## src/rtl/imem_arbiter.sv

```systemverilog
// Two-port arbiter for a single-port instruction memory: core fetch (read-only)
// and loader/debug (read/write), round-robin with loader lock and 1-cycle responses.
module imem_arbiter #(
  parameter int unsigned DEPTH = 64,
  parameter int unsigned AW    = $clog2(DEPTH)
) (
  input  logic          clk_i,
  input  logic          rst_ni,
  input  logic          fetch_req_i,
  input  logic [31:0]   fetch_addr_i,
  output logic          fetch_gnt_o,
  output logic          fetch_rvalid_o,
  output logic [31:0]   fetch_rdata_o,
  output logic          fetch_err_o,
  input  logic          ld_req_i,
  input  logic          ld_we_i,
  input  logic [31:0]   ld_addr_i,
  input  logic [31:0]   ld_wdata_i,
  input  logic          ld_lock_i,
  output logic          ld_gnt_o,
  output logic          ld_rvalid_o,
  output logic [31:0]   ld_rdata_o,
  output logic          ld_err_o,
  output logic          mem_req_o,
  output logic          mem_we_o,
  output logic [AW-1:0] mem_addr_o,
  output logic [31:0]   mem_wdata_o,
  input  logic [31:0]   mem_rdata_i
);

  typedef enum logic {StUnlocked, StLocked} lock_e;

  lock_e lock_q, lock_d;
  logic  last_ld_q, last_ld_d;
  logic  resp_valid_q, resp_valid_d;
  logic  resp_ld_q, resp_ld_d;
  logic  resp_err_q, resp_err_d;
  logic  resp_write_q, resp_write_d;

  logic  lock_hold;
  logic  fetch_bad, ld_bad, win_bad, any_gnt, rd_ok;

  // Misaligned or beyond the last word of the array.
  function automatic logic addr_bad(input logic [31:0] a);
    logic [31:0] hi;
    hi = a >> (AW + 2);
    return (a[1:0] != 2'b00) || (hi != 32'd0);
  endfunction

  always_comb begin
    fetch_gnt_o = 1'b0;
    ld_gnt_o    = 1'b0;
    // Dropping ld_lock_i releases fetch in the same cycle.
    lock_hold   = (lock_q == StLocked) && ld_lock_i;
    if (rst_ni) begin
      if (lock_hold) begin
        ld_gnt_o = ld_req_i;
      end else if (fetch_req_i && ld_req_i) begin
        fetch_gnt_o = last_ld_q;
        ld_gnt_o    = ~last_ld_q;
      end else begin
        fetch_gnt_o = fetch_req_i;
        ld_gnt_o    = ld_req_i;
      end
    end
  end

  always_comb begin
    fetch_bad   = addr_bad(fetch_addr_i);
    ld_bad      = addr_bad(ld_addr_i);
    win_bad     = ld_gnt_o ? ld_bad : fetch_bad;
    any_gnt     = fetch_gnt_o | ld_gnt_o;
    mem_req_o   = any_gnt & ~win_bad;
    mem_we_o    = mem_req_o & ld_gnt_o & ld_we_i;
    mem_addr_o  = '0;
    if (mem_req_o) begin
      mem_addr_o = ld_gnt_o ? ld_addr_i[AW+1:2] : fetch_addr_i[AW+1:2];
    end
    mem_wdata_o = mem_we_o ? ld_wdata_i : 32'd0;
  end

  always_comb begin
    last_ld_d    = any_gnt ? ld_gnt_o : last_ld_q;
    lock_d       = lock_q;
    case (lock_q)
      StUnlocked: if (ld_gnt_o && ld_lock_i) lock_d = StLocked;
      StLocked:   if (!ld_lock_i) lock_d = StUnlocked;
      default:    lock_d = StUnlocked;
    endcase
    resp_valid_d = any_gnt;
    resp_ld_d    = ld_gnt_o;
    resp_err_d   = any_gnt & win_bad;
    resp_write_d = ld_gnt_o & ld_we_i;
  end

  always_ff @(posedge clk_i or negedge rst_ni) begin
    if (!rst_ni) begin
      lock_q       <= StUnlocked;
      last_ld_q    <= 1'b1;
      resp_valid_q <= 1'b0;
      resp_ld_q    <= 1'b0;
      resp_err_q   <= 1'b0;
      resp_write_q <= 1'b0;
    end else begin
      lock_q       <= lock_d;
      last_ld_q    <= last_ld_d;
      resp_valid_q <= resp_valid_d;
      resp_ld_q    <= resp_ld_d;
      resp_err_q   <= resp_err_d;
      resp_write_q <= resp_write_d;
    end
  end

  always_comb begin
    rd_ok          = resp_valid_q & ~resp_err_q & ~resp_write_q;
    fetch_rvalid_o = resp_valid_q & ~resp_ld_q;
    ld_rvalid_o    = resp_valid_q & resp_ld_q;
    fetch_err_o    = fetch_rvalid_o & resp_err_q;
    ld_err_o       = ld_rvalid_o & resp_err_q;
    fetch_rdata_o  = (fetch_rvalid_o && rd_ok) ? mem_rdata_i : 32'd0;
    ld_rdata_o     = (ld_rvalid_o && rd_ok) ? mem_rdata_i : 32'd0;
  end

endmodule

```

## config.mk

```make
export PLATFORM = sky130hd
export DESIGN_NAME = imem_arbiter
export DESIGN_NICKNAME = d
export VERILOG_FILES = /design/src/rtl/imem_arbiter.sv
export SDC_FILE = /design/constraint.sdc
export NUM_CORES = 1
export LEC_CHECK = 0
export ABC_AREA = 1
export CAP_MARGIN = 20
export CORE_AREA = 2 2 96 98
export DETAILED_ROUTE_END_ITERATION = 8
export DIE_AREA = 0 0 98 100
export PLACE_DENSITY = 0.67
export REMOVE_ABC_BUFFERS = 1
export SYNTH_ARGS = -nofsm -noshare
export SYNTH_HDL_FRONTEND = slang
export SYNTH_SLANG_ARGS = --single-unit
```

## constraint.sdc

```tcl
create_clock -name clk_i -period 2 [get_ports clk_i]
set_input_delay 0.4 -clock clk_i [delete_from_list [all_inputs] [get_ports clk_i]]
set_output_delay 0.4 -clock clk_i [all_outputs]
set_load 0.01 [all_outputs]
```

**Yosys cells after proc, flatten, opt, wreduce, memory -nomap -nowiden**

Cells that the tools add are included.

- Muxes and demuxes: 15
- Bitwise operators: 18
- Reduce and logical (&&, ||, !) cells: 11

Operators by type and width:

| operator | number |
|---|---|
| $mux W32 | 3 |
| $reduce_bool A32 Y1 | 2 |
| $mux W6 | 2 |
| $and A1 B1 Y1 | 11 |
| $mux W1 | 9 |
| $not A1 Y1 | 6 |
| $logic_and A1 B1 Y1 | 5 |
| $reduce_bool A2 Y1 | 2 |
| $logic_or A1 B1 Y1 | 2 |
| $pmux W1 S2 | 1 |
| $or A1 B1 Y1 | 1 |

- Flip-flop bits (word level): 6
- Output and inout bits: 110
- Word-level logic and storage cells: 50

**Depth between registers and ports, before layout**

- Depth in word-level cells: 10
- Depth in mapped cells: 9
- Mapped depth without buffers: 9

**Worst setup path before layout**

OpenSTA, ideal clock, no wires.

- Path kind: input port to output port
- Start: input port ld_lock_i
- End: output port mem_wdata_o[10]
- Arrival: 1.268 ns
- Slack: 0.332 ns
- Cell stages on the path: 7
- Buffers on the path: 1
- Path through: nand2_1 -> nand2_1 -> nand2_2 -> nor3b_2 -> nand3_2 -> buf_6 -> nor2_1

- Cells in the longest elaborated chain, start to end: 9
- Elaborated cells on any way between the ends: 12
- Classes of those cells: mux: 6; bitwise: 5; reduce/logical: 1

Ends and longest elaborated chain:

| what | RTL line | source |
|---|---|---|
| from (decl) | 19 | `input logic ld_lock_i,` |
| $logic_and A1 B1 Y1 (*) | 54 | `lock_hold = (lock_q == StLocked) && ld_lock_i;` |
| $mux W1 | 56 | `if (lock_hold) begin` |
| $mux W1 | 55 | `if (rst_ni) begin` |
| $mux W1 | 71 | `win_bad = ld_gnt_o ? ld_bad : fetch_bad;` |
| $not A1 Y1 | 73 | `mem_req_o = any_gnt & ~win_bad;` |
| $and A1 B1 Y1 | 73 |  |
| $and A1 B1 Y1 (*) (2 in series) | 74 | `mem_we_o = mem_req_o & ld_gnt_o & ld_we_i;` |
| $mux W32 (*) | 79 | `mem_wdata_o = mem_we_o ? ld_wdata_i : 32'd0;` |
| to (decl) | 27 | `output logic [31:0] mem_wdata_o,` |

Every way passes the cells marked *; elsewhere a longest branch is shown, timed or not.

**Worst setup path in the final report**

- Start: input port fetch_addr_i[21]
- End: output port mem_addr_o[4]

- Cells in the longest elaborated chain, start to end: 6

Ends and longest elaborated chain:

| what | RTL line | source |
|---|---|---|
| from (decl) | 10 | `input logic [31:0] fetch_addr_i,` |
| $reduce_bool A32 Y1 | 47 | `return (a[1:0] != 2'b00) \|\| (hi != 32'd0);` |
| $logic_or A1 B1 Y1 | 47 |  |
| $mux W1 | 71 |  |
| $not A1 Y1 | 73 |  |
| $and A1 B1 Y1 | 73 |  |
| $mux W6 | 76 | `if (mem_req_o) begin` |
| to (decl) | 26 | `output logic [AW-1:0] mem_addr_o,` |

No other way between the ends.

==> results.txt <==
----------------------------------------------------
[Timing]
  Post-route setup TNS ... -2040 ps
  Slew @ Worst Pin ... between 200 and 250 ps
  Final setup skew ... around 4.7 ps
  Finish-stage setup viols ... 39
  Slew Limit Fails ... 0
  Unrepaired setup endpoints after global routing ... yes
  Worst Setup Slack, final ... -97.3 ps
  Hold Violations, Final ... 0
  Minimum period implied by the final worst setup slack ... between 2000 and 2500 ps
  Portion of the clock cycle consumed by the worst path in the final layout ... 105%
  Worst slack on hold paths ... 216 ps
  Worst rel slew slack ... 86.3%
  Highest Clock Rate ... roughly 480 MHz

[Synth]
  Syn Inst Count ... around 300
  Share of Yosys cell area claimed by the top area cell type ... 41.8%
  Most instantiated flip-flop cell in the synthesis netlist ... sky130_fd_sc_hd__dfrtp_1
  Yosys warnings ... 0
  Distinct cell type count after synthesis ... 18
  Area leader, netlist ... sky130_fd_sc_hd__nor2_1
  Async set-reset flop share out of synthesis ... 100%
  Mean instance size in the synthesized netlist ... roughly 4.4 µm²
  Number of flops mapped to enable cells by yosys ... 0
  Synthesized flop and latch total ... 6
  Sequential element share of the synthesized area ... 11.4%
  Post-synthesis instance area ... ~0.0013 mm²
  Largest cells by area after synthesis ... sky130_fd_sc_hd__nor2_1 42%, sky130_fd_sc_hd__inv_1 23%, sky130_fd_sc_hd__nand2_1 12%
  Count leader, synth ... sky130_fd_sc_hd__nor2_1
  Most frequent cells after synthesis ... 148 x sky130_fd_sc_hd__nor2_1, 80 x sky130_fd_sc_hd__inv_1, 43 x sky130_fd_sc_hd__nand2_1

[Detailed routing]
  Vias after detailed routing ... around 2700
  Via-to-Cell Ratio ... around 4.0
  Aggregate routed wire length ... 8.18 mm
  Detailed-routing iteration count for the pre-antenna-repair pass ... 4
  Antenna Nets Post-Route ... 0
  Routed length per placed instance ... about 12 µm
  Violation count after the first detailed-routing iteration ... 40
  Residual DRC count ... 0

[GRT]
  Total global routing overflow ... 0
  First-pass GRT wire length ... approximately 12 mm
  Number of global-route vias before repair ... ~2500
  Total global-route track usage ... ~15%
  Largest net degree at the start of global routing ... 33
  Initial antenna violation count ... 0

[Power and ir drop]
  Power per standard cell area ... 206 mW/mm²
  Combinational cell fraction of total power ... 61.4%
  P_sw ... 286 µW
  Total power draw ... just under 900 µW
  Leak pwr ... between 2 and 3 nW
  Worst-case vdd ir drop ... between 0.2 and 0.25 mV
  Int Pwr ... 596 µW
  Power share of the clock group ... between 20 and 25%
  Share of total power in sequential cells ... 16.6%
  Sw Share ... approximately a third

[Worst setup path]
  Largest delay contributor family on the critical path ... simple AND/OR/NAND/NOR gates
  Worst Reg-to-Reg Cells ... 10
  CP max stage delay ... 400 ps
  Start of the worst register-to-register path ... last_ld_q$_DFFE_PN1P_
  Start point of the critical path ... fetch_addr_i[21]
  Critical R2R Capture ... resp_err_q$_DFF_PN0_
  Startpoint type of the worst setup path ... input port
  R2r setup slk ... just under 600 ps
  Start-to-end type of the worst setup path ... in2out
  Endpoint type of the worst setup path ... output pin
  Ordered cell list for the critical path ... clkdlybuf4s50_1 > nor2_1 > nand2_1 > nor2_1 > nand4_1 > nand2_2 > nand2_4 > buf_6 > nor2_4 > buf_6
  Sum of buffers and inverters on the critical path ... 3
  Worst Path Max Fanout ... 7
  Data arrival time of the critical path ... about 1700 ps
  Required time worst endpoint ... 1600 ps
  Crit path max-delay cell type ... sky130_fd_sc_hd__clkdlybuf4s50_1

[Final layout]
  Total inserted antenna cells ... 0
  Post-layout instance area ... 0.00428 mm²
  Final core utilization ... ~48%
  Fin cells ... about 670
  Filler Cells Inserted ... roughly 950
  Layout-stage area growth over the synthesis result ... 222%
  Ratio of cells with drive above 1 in the final layout ... between 20% and 30%
  Net count reported at finish ... 697

[Clock network]
  Clock-pin slew reported for the worst setup and hold paths after clock tree synthesis ... 40 ps
  Count of H-tree levels built during CTS ... 1
  Clk Tree Root Cell ... sky130_fd_sc_hd__clkbuf_8
  TritonCTS clock tree ... done
  Clock insertion delay at the later pin of the skew report ... about 230 ps
  Buffers from clock root to sink, at most ... 2
  Inserted Clock Buffers ... 3
  Total number of clock tree sinks ... 6
  Number of buffers inserted for hold repair after clock tree synthesis ... 0

[Placed design]
  Instance area at placement ... roughly 0.0040 mm²
  Last weighted congestion value of the routability-driven placer ... a little under 0.8
  Number of buffer cells added on primary ports ... approximately 240
  DP HPWL ... between 6 and 7 mm
  Placed instance count ... 660
  Pre-CTS worst setup slack ... -724 ps

[Job]
  # Max-Cap Violations ... 0

[Status]
  Failing checks ... negative setup slack
  Status ... finished, violations left

[Floorplanning]
  Width of the chip ... 98 µm
  Chip Height ... roughly 100 µm
  Core box area ... between 0.008 and 0.009 mm²
  Number of cell rows ... 35
  Top-Level Pins ... 244
  Die area ... between 0.009 and 0.01 mm²
  Initial Utilization ... between 10 and 15%

[Worst hold path]
  Worst min-delay path class ... in2async

----------------------------------------------------
-- logic make-up (layout without fill, tap and decap cells) --
family                 count (synthesis)  after routing  synth area share [%]
and+or+nand+nor                      204            204                  60.4
buffers and inverters                 91            350                  27.5
DFF                                    6              6                  11.4
AOI/OAI and AO/OA                      2              2                 0.753
-- layout make-up --
class / count / area (µm²) / area share (%)
Clock buffer: 4 / 45.0 / 1.05
Tap cell: 111 / 139 / 3.25
Multi-Input combinational cell: 206 / 1090 / 25.6
Inverter: 81 / 309 / 7.22
Timing Repair Buffer: 265 / 2540 / 59.4
Sequential cell: 6 / 151 / 3.54
-- worst max-delay path by stage --
stage	endpoint	slack, ps	depth (start not counted)
after global placement	mem_addr_o[3]	-690	10
after global routing	mem_addr_o[4]	-210	11
after CTS	mem_addr_o[4]	-240	12
after detailed placement	mem_wdata_o[14]	-720	9
after floorplan	mem_wdata_o[0]	50	6
final	mem_addr_o[4]	-100	10
-- state kept, by name, indices dropped and copies added (netlist names) --
name / cells
last_ld_q: 1
lock_q: 1
resp_err_q: 1
resp_ld_q: 1
resp_valid_q: 1
resp_write_q: 1
-- placed cells by master, fill, tap and decap left out --
master and count:
sky130_fd_sc_hd__o21ai_0 1, sky130_fd_sc_hd__nor2_1 110, sky130_fd_sc_hd__nand2_1 38, sky130_fd_sc_hd__buf_2 25, sky130_fd_sc_hd__nor3b_4 1, sky130_fd_sc_hd__buf_16 1, sky130_fd_sc_hd__clkinv_4 1, sky130_fd_sc_hd__buf_12 5
sky130_fd_sc_hd__dfrtp_1 5, sky130_fd_sc_hd__nor2_4 28, sky130_fd_sc_hd__nor3_1 1, sky130_fd_sc_hd__clkbuf_2 4, sky130_fd_sc_hd__clkbuf_1 1, sky130_fd_sc_hd__nor2_2 11, sky130_fd_sc_hd__clkdlybuf4s50_1 91, sky130_fd_sc_hd__dlygate4sd2_1 67
sky130_fd_sc_hd__nand4_1 4, sky130_fd_sc_hd__buf_4 13, sky130_fd_sc_hd__nor3_2 1, sky130_fd_sc_hd__nand3_1 2, sky130_fd_sc_hd__nand2_4 2, sky130_fd_sc_hd__dfstp_2 1, sky130_fd_sc_hd__clkbuf_16 1, sky130_fd_sc_hd__a21oi_1 1
sky130_fd_sc_hd__clkdlybuf4s15_2 1, sky130_fd_sc_hd__inv_2 2, sky130_fd_sc_hd__dlymetal6s2s_1 10, sky130_fd_sc_hd__clkdlybuf4s15_1 15, sky130_fd_sc_hd__nand2_2 4, sky130_fd_sc_hd__buf_6 32, sky130_fd_sc_hd__nand3_2 1, sky130_fd_sc_hd__inv_1 78
sky130_fd_sc_hd__clkbuf_8 3, sky130_fd_sc_hd__nand3_4 1
-- power by group through the flow --
stage               Sequential, mW  Clock (mW)  Combinational (mW)
finish                       0.146       0.194               0.541
global route                 0.148       0.209               0.593
CTS                          0.146       0.200               0.533
detailed placement           0.147           0               0.556
global placement             0.146           0               0.550
floorplan                    0.145           0               0.146
-- layer usage --
layer	global-route usage, %	wire (µm)	vias up
met3	3.13	705	2
li1	-	-	1358
met4	1.92	18	0
met1	17.1	3050	1182
met2	29.3	4400	140
met5	0	0	-
-- what timing repair did --
| action | 4_1_cts | 5_1_grt |
|---|---|---|
| endpoints found under the hold margin | 0 | 0 |
| gates resized for setup | 353 | 109 |
| setup endpoints to repair | 106 | 54 |
| buffers inserted | 8 | 1 |
| gates cloned | 3 | 1 |
| pin swaps | 35 | 24 |
Power figures use the tool's default switching activity.
